## config.mk

```make
export PLATFORM = sky130hd
export DESIGN_NAME = fact_bus_master_flat
export DESIGN_NICKNAME = d
export VERILOG_FILES = /design/src/rtl/fact_bus_pkg.sv /design/src/rtl/fact_bus_if.sv /design/src/rtl/fact_bus_xfer.sv /design/src/rtl/fact_bus_master.sv /design/src/flat_wrapper.sv
export SDC_FILE = /design/constraint.sdc
export NUM_CORES = 1
export LEC_CHECK = 0
export BUFFER_PORTS_ARGS = -buffer_cell sky130_fd_sc_hd__buf_2
export CAP_MARGIN = 10
export CORE_MARGIN = 2
export CORE_UTILIZATION = 56
export CTS_BUF_LIST = sky130_fd_sc_hd__clkbuf_8
export DETAILED_ROUTE_END_ITERATION = 7
export PLACE_DENSITY = 0.82
export SYNTH_ARGS = -nofsm -noshare
export SYNTH_HDL_FRONTEND = slang
export SYNTH_HIERARCHICAL = 1
export SYNTH_SLANG_ARGS = --single-unit
```

## constraint.sdc

```tcl
create_clock -name clk -period 4.9 [get_ports clk]
set_clock_uncertainty 0.15 [all_clocks]
set_input_delay 0.49 -clock clk [delete_from_list [all_inputs] [get_ports clk]]
set_output_delay 0.49 -clock clk [all_outputs]
set_load 0.02 [all_outputs]
```

## src/rtl/fact_bus_pkg.sv

```systemverilog
// Shared definitions for the factorial bus master: register offsets,
// FSM state encoding and the bus operation payload.
package fact_bus_pkg;

  localparam int unsigned ADDR_W = 16;
  localparam int unsigned DATA_W = 64;

  // Register offsets inside the factorial core window
  localparam logic [ADDR_W-1:0] OFF_OPSTART  = 16'h0000;
  localparam logic [ADDR_W-1:0] OFF_OPCLEAR  = 16'h0008;
  localparam logic [ADDR_W-1:0] OFF_OPDONE   = 16'h0010;
  localparam logic [ADDR_W-1:0] OFF_INTR_EN  = 16'h0018;
  localparam logic [ADDR_W-1:0] OFF_OPERAND  = 16'h0020;
  localparam logic [ADDR_W-1:0] OFF_RESULT_H = 16'h0028;
  localparam logic [ADDR_W-1:0] OFF_RESULT_L = 16'h0030;

  typedef enum logic [4:0] {
    ST_IDLE, ST_CLR1, ST_CLR0, ST_WR_OPND, ST_WR_IE, ST_WR_GO,
    ST_WAIT, ST_WAIT_CAP, ST_RD_H, ST_CAP_H, ST_RD_L, ST_CAP_L,
    ST_ST_L, ST_ST_H, ST_END1, ST_END0, ST_RESP
  } state_e;

  typedef struct packed {
    logic              req;
    logic              wr;
    logic [ADDR_W-1:0] addr;
    logic [DATA_W-1:0] dout;
  } bus_op_t;

  // Build a requesting bus op
  function automatic bus_op_t mk_op(input logic wr, input logic [ADDR_W-1:0] addr,
                                    input logic [DATA_W-1:0] dout);
    bus_op_t op;
    op.req  = 1'b1;
    op.wr   = wr;
    op.addr = addr;
    op.dout = dout;
    return op;
  endfunction

endpackage

```

## src/rtl/fact_bus_if.sv

```systemverilog
// Master-side memory bus: request/write/address/data out, grant/read data in.
interface fact_bus_if;
  import fact_bus_pkg::*;

  logic              m_req;
  logic              m_wr;
  logic [ADDR_W-1:0] m_addr;
  logic [DATA_W-1:0] m_dout;
  logic              m_grant;
  logic [DATA_W-1:0] m_din;

  modport master (output m_req, m_wr, m_addr, m_dout, input m_grant, m_din);
  modport slave  (input m_req, m_wr, m_addr, m_dout, output m_grant, m_din);

endinterface

```

## src/rtl/fact_bus_xfer.sv

```systemverilog
// Single-transfer engine. Registers the op onto the bus and freezes it while
// a request is pending without grant; flags completion and read-data phase.
// Ports: clk, reset_n, op_i (next op), bus (master modport),
//        done_c (transfer completes this edge), rvalid_c/rdata_c (m_din valid).
module fact_bus_xfer
  import fact_bus_pkg::*;
(
  input  logic              clk,
  input  logic              reset_n,
  input  bus_op_t           op_i,
  fact_bus_if.master        bus,
  output logic              done_c,
  output logic              rvalid_c,
  output logic [DATA_W-1:0] rdata_c
);

  logic rd_pend_q;
  logic hold_c;

  assign hold_c   = bus.m_req & ~bus.m_grant;
  assign done_c   = bus.m_req & bus.m_grant;
  assign rvalid_c = rd_pend_q;
  assign rdata_c  = bus.m_din;

  // Bus outputs, held while stalled; read data arrives the cycle after completion
  always_ff @(posedge clk or negedge reset_n) begin
    if (!reset_n) begin
      bus.m_req  <= 1'b0;
      bus.m_wr   <= 1'b0;
      bus.m_addr <= '0;
      bus.m_dout <= '0;
      rd_pend_q  <= 1'b0;
    end else begin
      if (!hold_c) begin
        bus.m_req  <= op_i.req;
        bus.m_wr   <= op_i.wr;
        bus.m_addr <= op_i.addr;
        bus.m_dout <= op_i.dout;
      end
      rd_pend_q <= done_c & ~bus.m_wr;
    end
  end

endmodule

```

## src/rtl/fact_bus_master.sv

```systemverilog
// Runs one factorial job on the memory-mapped core: clear, load operand,
// set interrupt enable, start, wait for done, read result, store it to
// memory, clear, respond.
// Ports: clk, reset_n; cmd_valid/cmd_ready/cmd_operand/cmd_dst_addr job request;
//        m_bus master bus; interrupt core done; rsp_valid/rsp_error/
//        rsp_result_h/rsp_result_l job response.
// Build option: FACT_IRQ_WAIT_EN -- wait on the interrupt instead of polling
//        OPDONE, and enable the core interrupt.
module fact_bus_master
  import fact_bus_pkg::*;
#(
  parameter logic [15:0] BASE_ADDR    = 16'h7000,
  parameter logic [31:0] POLL_TIMEOUT = 32'd1000000
) (
  input  logic              clk,
  input  logic              reset_n,
  input  logic              cmd_valid,
  output logic              cmd_ready,
  input  logic [DATA_W-1:0] cmd_operand,
  input  logic [ADDR_W-1:0] cmd_dst_addr,
  fact_bus_if.master        m_bus,
  input  logic              interrupt,
  output logic              rsp_valid,
  output logic              rsp_error,
  output logic [DATA_W-1:0] rsp_result_h,
  output logic [DATA_W-1:0] rsp_result_l
);

  localparam logic [ADDR_W-1:0] A_OPSTART  = ADDR_W'(BASE_ADDR + OFF_OPSTART);
  localparam logic [ADDR_W-1:0] A_OPCLEAR  = ADDR_W'(BASE_ADDR + OFF_OPCLEAR);
  localparam logic [ADDR_W-1:0] A_OPDONE   = ADDR_W'(BASE_ADDR + OFF_OPDONE);
  localparam logic [ADDR_W-1:0] A_INTR_EN  = ADDR_W'(BASE_ADDR + OFF_INTR_EN);
  localparam logic [ADDR_W-1:0] A_OPERAND  = ADDR_W'(BASE_ADDR + OFF_OPERAND);
  localparam logic [ADDR_W-1:0] A_RESULT_H = ADDR_W'(BASE_ADDR + OFF_RESULT_H);
  localparam logic [ADDR_W-1:0] A_RESULT_L = ADDR_W'(BASE_ADDR + OFF_RESULT_L);
`ifdef FACT_IRQ_WAIT_EN
  localparam logic [DATA_W-1:0] IE_VAL = 64'd1;
`else
  localparam logic [DATA_W-1:0] IE_VAL = 64'd0;
`endif

  state_e            state_q, state_d;
  logic [DATA_W-1:0] opnd_q, opnd_d;
  logic [ADDR_W-1:0] dst_q, dst_d;
  logic [DATA_W-1:0] res_h_q, res_h_d, res_l_q, res_l_d;
  logic              err_q, err_d;
  logic [31:0]       cnt_q, cnt_d;
  logic              cmd_ready_q, rsp_valid_q, rsp_error_q;
  logic              timeout_c;
  bus_op_t           op_c;
  logic              done_c, rvalid_c;
  logic [DATA_W-1:0] rdata_c;

`ifndef FACT_IRQ_WAIT_EN
  logic unused_irq;
  assign unused_irq = interrupt;
`endif

  fact_bus_xfer u_xfer (
    .clk      (clk),
    .reset_n  (reset_n),
    .op_i     (op_c),
    .bus      (m_bus),
    .done_c   (done_c),
    .rvalid_c (rvalid_c),
    .rdata_c  (rdata_c)
  );

  assign timeout_c = (cnt_q >= POLL_TIMEOUT);

  // Next-state and job data
  always_comb begin
    state_d = state_q;
    opnd_d  = opnd_q;
    dst_d   = dst_q;
    res_h_d = res_h_q;
    res_l_d = res_l_q;
    err_d   = err_q;
    cnt_d   = cnt_q;
    case (state_q)
      ST_IDLE: if (cmd_valid) begin
        state_d = ST_CLR1;
        opnd_d  = cmd_operand;
        dst_d   = cmd_dst_addr;
        err_d   = 1'b0;
      end
      ST_CLR1:    if (done_c) state_d = ST_CLR0;
      ST_CLR0:    if (done_c) state_d = ST_WR_OPND;
      ST_WR_OPND: if (done_c) state_d = ST_WR_IE;
      ST_WR_IE:   if (done_c) state_d = ST_WR_GO;
      ST_WR_GO: if (done_c) begin
        state_d = ST_WAIT;
        cnt_d   = '0;
      end
`ifdef FACT_IRQ_WAIT_EN
      ST_WAIT: begin
        cnt_d = cnt_q + 32'd1;
        if (interrupt) begin
          state_d = ST_RD_H;
        end else if (timeout_c) begin
          state_d = ST_END1;
          err_d   = 1'b1;
        end
      end
      ST_WAIT_CAP: state_d = ST_WAIT;
`else
      ST_WAIT: begin
        cnt_d = cnt_q + 32'd1;
        if (done_c) state_d = ST_WAIT_CAP;
      end
      // Timeout is only taken between polls so a pending read is never cut short
      ST_WAIT_CAP: begin
        cnt_d = cnt_q + 32'd1;
        if (rvalid_c) begin
          if (rdata_c[0]) begin
            state_d = ST_RD_H;
          end else if (timeout_c) begin
            state_d = ST_END1;
            err_d   = 1'b1;
          end else begin
            state_d = ST_WAIT;
          end
        end
      end
`endif
      ST_RD_H: if (done_c) state_d = ST_CAP_H;
      ST_CAP_H: if (rvalid_c) begin
        res_h_d = rdata_c;
        state_d = ST_RD_L;
      end
      ST_RD_L: if (done_c) state_d = ST_CAP_L;
      ST_CAP_L: if (rvalid_c) begin
        res_l_d = rdata_c;
        state_d = ST_ST_L;
      end
      ST_ST_L: if (done_c) state_d = ST_ST_H;
      ST_ST_H: if (done_c) state_d = ST_END1;
      ST_END1: if (done_c) state_d = ST_END0;
      ST_END0: if (done_c) state_d = ST_RESP;
      ST_RESP: state_d = ST_IDLE;
      default: state_d = ST_IDLE;
    endcase
  end

  // Op for the state being entered; uses _d data so stores see fresh captures
  always_comb begin
    op_c = '0;
    case (state_d)
      ST_CLR1, ST_END1: op_c = mk_op(1'b1, A_OPCLEAR, 64'd1);
      ST_CLR0, ST_END0: op_c = mk_op(1'b1, A_OPCLEAR, 64'd0);
      ST_WR_OPND:       op_c = mk_op(1'b1, A_OPERAND, opnd_d);
      ST_WR_IE:         op_c = mk_op(1'b1, A_INTR_EN, IE_VAL);
      ST_WR_GO:         op_c = mk_op(1'b1, A_OPSTART, 64'd1);
`ifndef FACT_IRQ_WAIT_EN
      ST_WAIT:          op_c = mk_op(1'b0, A_OPDONE, 64'd0);
`endif
      ST_RD_H:          op_c = mk_op(1'b0, A_RESULT_H, 64'd0);
      ST_RD_L:          op_c = mk_op(1'b0, A_RESULT_L, 64'd0);
      ST_ST_L:          op_c = mk_op(1'b1, dst_d, res_l_d);
      ST_ST_H:          op_c = mk_op(1'b1, ADDR_W'(dst_d + 16'd1), res_h_d);
      default:          op_c = '0;
    endcase
  end

  // State, job data and registered handshake outputs
  always_ff @(posedge clk or negedge reset_n) begin
    if (!reset_n) begin
      state_q     <= ST_IDLE;
      opnd_q      <= '0;
      dst_q       <= '0;
      res_h_q     <= '0;
      res_l_q     <= '0;
      err_q       <= 1'b0;
      cnt_q       <= '0;
      cmd_ready_q <= 1'b1;
      rsp_valid_q <= 1'b0;
      rsp_error_q <= 1'b0;
    end else begin
      state_q     <= state_d;
      opnd_q      <= opnd_d;
      dst_q       <= dst_d;
      res_h_q     <= res_h_d;
      res_l_q     <= res_l_d;
      err_q       <= err_d;
      cnt_q       <= cnt_d;
      cmd_ready_q <= (state_d == ST_IDLE);
      rsp_valid_q <= (state_d == ST_RESP);
      rsp_error_q <= (state_d == ST_RESP) & err_d;
    end
  end

  assign cmd_ready    = cmd_ready_q;
  assign rsp_valid    = rsp_valid_q;
  assign rsp_error    = rsp_error_q;
  assign rsp_result_h = res_h_q;
  assign rsp_result_l = res_l_q;

endmodule
```

## src/flat_wrapper.sv

```systemverilog
// flat-port wrapper written by rule: the top's interface ports become plain ports
module fact_bus_master_flat import fact_bus_pkg::*;
#(
  parameter logic [15:0] BASE_ADDR    = 16'h7000,
  parameter logic [31:0] POLL_TIMEOUT = 32'd1000000
)
  (clk, reset_n, cmd_valid, cmd_ready, cmd_operand, cmd_dst_addr, interrupt, rsp_valid, rsp_error, rsp_result_h, rsp_result_l, m_bus_m_req, m_bus_m_wr, m_bus_m_addr, m_bus_m_dout, m_bus_m_grant, m_bus_m_din);
  fact_bus_if m_bus_i ();
  input  logic clk;
  input  logic reset_n;
  input  logic cmd_valid;
  output logic cmd_ready;
  input  logic [DATA_W-1:0] cmd_operand;
  input  logic [ADDR_W-1:0] cmd_dst_addr;
  input  logic interrupt;
  output logic rsp_valid;
  output logic rsp_error;
  output logic [DATA_W-1:0] rsp_result_h;
  output logic [DATA_W-1:0] rsp_result_l;
  output wire logic [$bits(m_bus_i.m_req)-1:0] m_bus_m_req;
  output wire logic [$bits(m_bus_i.m_wr)-1:0] m_bus_m_wr;
  output wire logic [$bits(m_bus_i.m_addr)-1:0] m_bus_m_addr;
  output wire logic [$bits(m_bus_i.m_dout)-1:0] m_bus_m_dout;
  input wire logic [$bits(m_bus_i.m_grant)-1:0] m_bus_m_grant;
  input wire logic [$bits(m_bus_i.m_din)-1:0] m_bus_m_din;
  assign m_bus_m_req = m_bus_i.m_req;
  assign m_bus_m_wr = m_bus_i.m_wr;
  assign m_bus_m_addr = m_bus_i.m_addr;
  assign m_bus_m_dout = m_bus_i.m_dout;
  assign m_bus_i.m_grant = m_bus_m_grant;
  assign m_bus_i.m_din = m_bus_m_din;
  fact_bus_master #(.BASE_ADDR(BASE_ADDR), .POLL_TIMEOUT(POLL_TIMEOUT)) u_core (.clk(clk), .reset_n(reset_n), .cmd_valid(cmd_valid), .cmd_ready(cmd_ready), .cmd_operand(cmd_operand), .cmd_dst_addr(cmd_dst_addr), .m_bus(m_bus_i), .interrupt(interrupt), .rsp_valid(rsp_valid), .rsp_error(rsp_error), .rsp_result_h(rsp_result_h), .rsp_result_l(rsp_result_l));
endmodule
```

==> flow_metrics.py <==
metrics = {
    "sta": {
        "fmax_ghz": 0.258,
        "fin_ws_ns": 1.02,
        "relSlewSlack_pct": 28.1,
        "slew_violations": 0,
        "rsz0062_at_grt": "no",
        "setup-tns-final_ns": 0,
        "setup_violations": 0,
        "tightest_slew_ns": 1.08,
        "fin_crit_sh_pct": 79.2,
        "min_period_ns": 3.88,
        "hold_viol_final": 0,
    },
    "placed_design": {
        "dp_worst_setup_slack_ns": 1.06,
        "hpwl_um": 28300,
        "gp_congestion": 0.867,
        "port_buffers": 360,
    },
    "clocking": {
        "cts-resized-gates": 0,
        "clock_path_buffers": 3,
        "clk_latency_ns": 0.59,
        "cts-buffers-inserted": 54,
        "cts_root_buf": "clkbuf_8",
        "clkTransAtPathRegs_ns": 0.07,
        "h-tree-depth": 2,
        "clock_sinks": 332,
        "cts_tree": "done",
    },
    "setup_path": {
        "crit_chain": "or4_4 > nor2_8 > nand2_1 > nand2_1 > ha_1 > nand2_1 > a2111oi_0 > a31oi_1 > a2111oi_2 > mux2i_1 > o211ai_1 > mux2_4",
        "critPathLaunchType": "flop",
        "crit_slowest_cell": "or4_4",
        "cp.arrival_ns": 4.19,
        "path_max_fanout": 19,
        "setup.worst_path.class": "flop to flop",
        "cp-end-kind": "flop",
        "worstPathRequired_ns": 5.21,
        "r2r_cells": 12,
        "max_stage_delay_ns": 0.68,
        "cp_common_cell": "nand2_1",
    },
    "die": {
        "ios": 362,
        "fp.dieH_um": 173,
        "fp.coreArea_mm2": 0.0280,
        "row_count": 61,
        "die_x_um": 173,
        "die-area_mm2": 0.0300,
        "initial_core_util_pct": 57.3,
    },
    "drt": {
        "routed_wl_um": 46900,
        "route.detailed.drc": 0,
        "first_pass_iters": 6,
        "drtIter0Drc": 976,
        "ant_nets": 0,
        "viasPerCell": 5.79,
        "vias": 12628,
        "wl_per_cell_um": 21.5,
    },
    "layout": {
        "syn2layout_area_growth_pct": 22.6,
        "multi_input_area_mm2": 0.00668,
        "drive_above_1_share_pct": 39.3,
        "regArea_mm2": 0.00831,
        "nets": 1909,
        "nFillCells": 1853,
    },
    "synthesis": {
        "ys_types": 69,
        "synth_top_area_share_pct": 51.6,
        "synth_top_area_cell": "dfrtp_1",
        "synth_flop_cell": "dfrtp_1",
        "synth.net_count": 1523,
        "synth-edff-count": 0,
        "synth_area_leaders": "dfrtp_1, mux2_2, mux2_4, nand2_1, a221o_1",
        "synth_seq_area_share_pct": 51.8,
        "syn_inst": 1371,
        "synth_seq_cells": 332,
        "syn_area_per_cell_um2": 11.7,
        "yosysWarningCount": 6,
        "syn_area_mm2": 0.0161,
        "async_flop_share_pct": 100,
    },
    "run_status": {
        "outcome": "finished clean",
    },
    "min_path": {
        "holdPathStages": 2,
        "hold_class": "primary input to flop",
    },
    "power": {
        "p_switching_w": 0.00353,
        "switching_share_pct": 36.2,
        "power_density_mw_per_mm2": 496,
        "p_leak_nw": 9.70,
        "clkPwrFrac_pct": 26.2,
        "seqPwrFrac_pct": 38.7,
        "internal_power_w": 0.00623,
        "irDropWorstVdd_mv": 0.451,
        "combPwrFrac_pct": 35.2,
    },
    "global_routing": {
        "grt_pass1_wl_um": 72900,
        "grt.total_usage_pct": 30.6,
        "grt_pass1_vias": 13319,
        "grt_start_max_net_pins": 115,
        "globalRoute.totalOverflow": 0,
        "antenna_found_initial": 3,
    },
    "job": {
        "maxCapViolCount": 0,
    },
}
-- cells by family after synthesis --
logic type	count (synthesis)	share of synthesized area [%]
compound gates	136	7.37
simple gates	469	14.1
mux	228	17.8
flops	332	51.8
buf+inv	166	6.77
xor+xnor	37	2.02
fa+ha+maj	3	0.234
-- sequential cells by signal, summed over array words and instances, names as in the netlist, 5 cells and up --
name                      cells
u_core/cnt_q                 32
u_core/dst_q                 16
u_core/opnd_q                64
u_core/rsp_result_h          64
u_core/rsp_result_l          64
u_core/state_q                5
u_core/u_xfer/bus.m_addr     16
u_core/u_xfer/bus.m_dout     64
-- routing by layer --
metal / wire length, µm / GRT usage [%] / up-vias
met5: 0 / 0 / -
met4: 2230 / 15.3 / 0
met3: 3850 / 6.69 / 150
met2: 23000 / 51.5 / 725
met1: 17800 / 37.4 / 6234
li1: - / - / 5519
-- through the flow --
stage	power, W	instance area [µm²]	utilization, %	cells	hold WS (ns)
floorplan	0.00616	16100	-	1371	0.0444
global placement	0.00694	17500	62.7	1984	0.295
detailed placement	0.00706	17500	62.7	1984	0.301
CTS	0.00968	19700	70.2	2178	0.000738
global route	0.0102	19700	70.3	2182	0.00304
finish	0.00976	19700	70.3	2182	0.0349
-- placed cells by master (no fill, tap or decap), drive strengths merged, types with 5 or more instances in the layout --
cell / n
dfrtp: 331
nor2: 53
a21oi: 5
mux2i: 14
nand2: 233
nand4: 15
and2: 8
and3: 11
clkbuf: 75
a221o: 64
mux2: 214
xor2: 13
nor4: 18
inv: 37
buf: 379
dlygate4sd3: 95
o21ai: 17
xnor2: 24
clkinv: 9
o31ai: 8
nor2b: 71
nor3: 13
a31oi: 9
nand3: 26
-- critical path: cells and delay by family (launching register included) --
| family | cells | cell delay [ns] |
|---|---|---|
| DFF | 1 | 0.62 |
| muxes | 2 | 0.52 |
| adders and majority gates | 1 | 0.27 |
| AOI/OAI and AO/OA | 4 | 1.13 |
| and+or+nand+nor | 5 | 1.06 |
-- final timing paths --
path,start,endpoint,slack [ns]
max in group asynchronous,reset_n,u_core/cnt_q[2],2.86
setup reg to reg,u_core/state_q[3],u_core/u_xfer/bus.m_addr[14],1.02
min in group asynchronous,reset_n,u_core/u_xfer/bus.m_dout[1],0.44
hold / removal,m_bus_m_din[37],u_core/rsp_result_l[37],0.03
hold reg to reg,u_core/opnd_q[15],u_core/opnd_q[15],0.32
setup / recovery,u_core/state_q[3],u_core/u_xfer/bus.m_addr[14],1.02
-- timing repair --
action,in CTS,in global routing
buffers inserted,0,0
hold buffers,94,1
endpoints found under the hold margin,227,1
-- area by class of cell --
class | count | area share, %
sequential | 332 | 42.2
multi-input combinational | 873 | 33.9
timing repair buffer | 474 | 15.0
clock buffer | 75 | 5.24
tap | 378 | 2.40
clock inverter | 25 | 0.737
inverter | 22 | 0.420
antenna | 3 | 0.0381
-- synthesized netlist by cell type (9+ instances only) --
cell      instances
dfrtp_1         331
xor2_1           13
nor2_1           52
clkbuf_1         43
buf_2            20
a31oi_1           9
mux2_2          135
buf_4            64
a221o_1          64
nand2_1         233
nor3_1           12
mux2_4           79
xnor2_1          24
nand4_1          15
buf_12            9
inv_1            20
mux2i_1          13
nor2b_1          69
and3_1           10
nand3_1          26
o21ai_0          16
nor4_1           16
-- power groups by stage --
| stage | Clock (W) | Sequential [W] | Combinational (W) |
|---|---|---|---|
| 6_report | 0.00255 | 0.00378 | 0.00343 |
| 5_1_grt | 0.00273 | 0.00384 | 0.00367 |
| 4_1_cts | 0.00258 | 0.00375 | 0.00336 |
| 3_5_place_dp | 0 | 0.00379 | 0.00327 |
| 3_3_place_gp | 0 | 0.00376 | 0.00318 |
| 2_1_floorplan | 0 | 0.00408 | 0.00208 |
No activity file was read; power rests on OpenSTA's default activity.
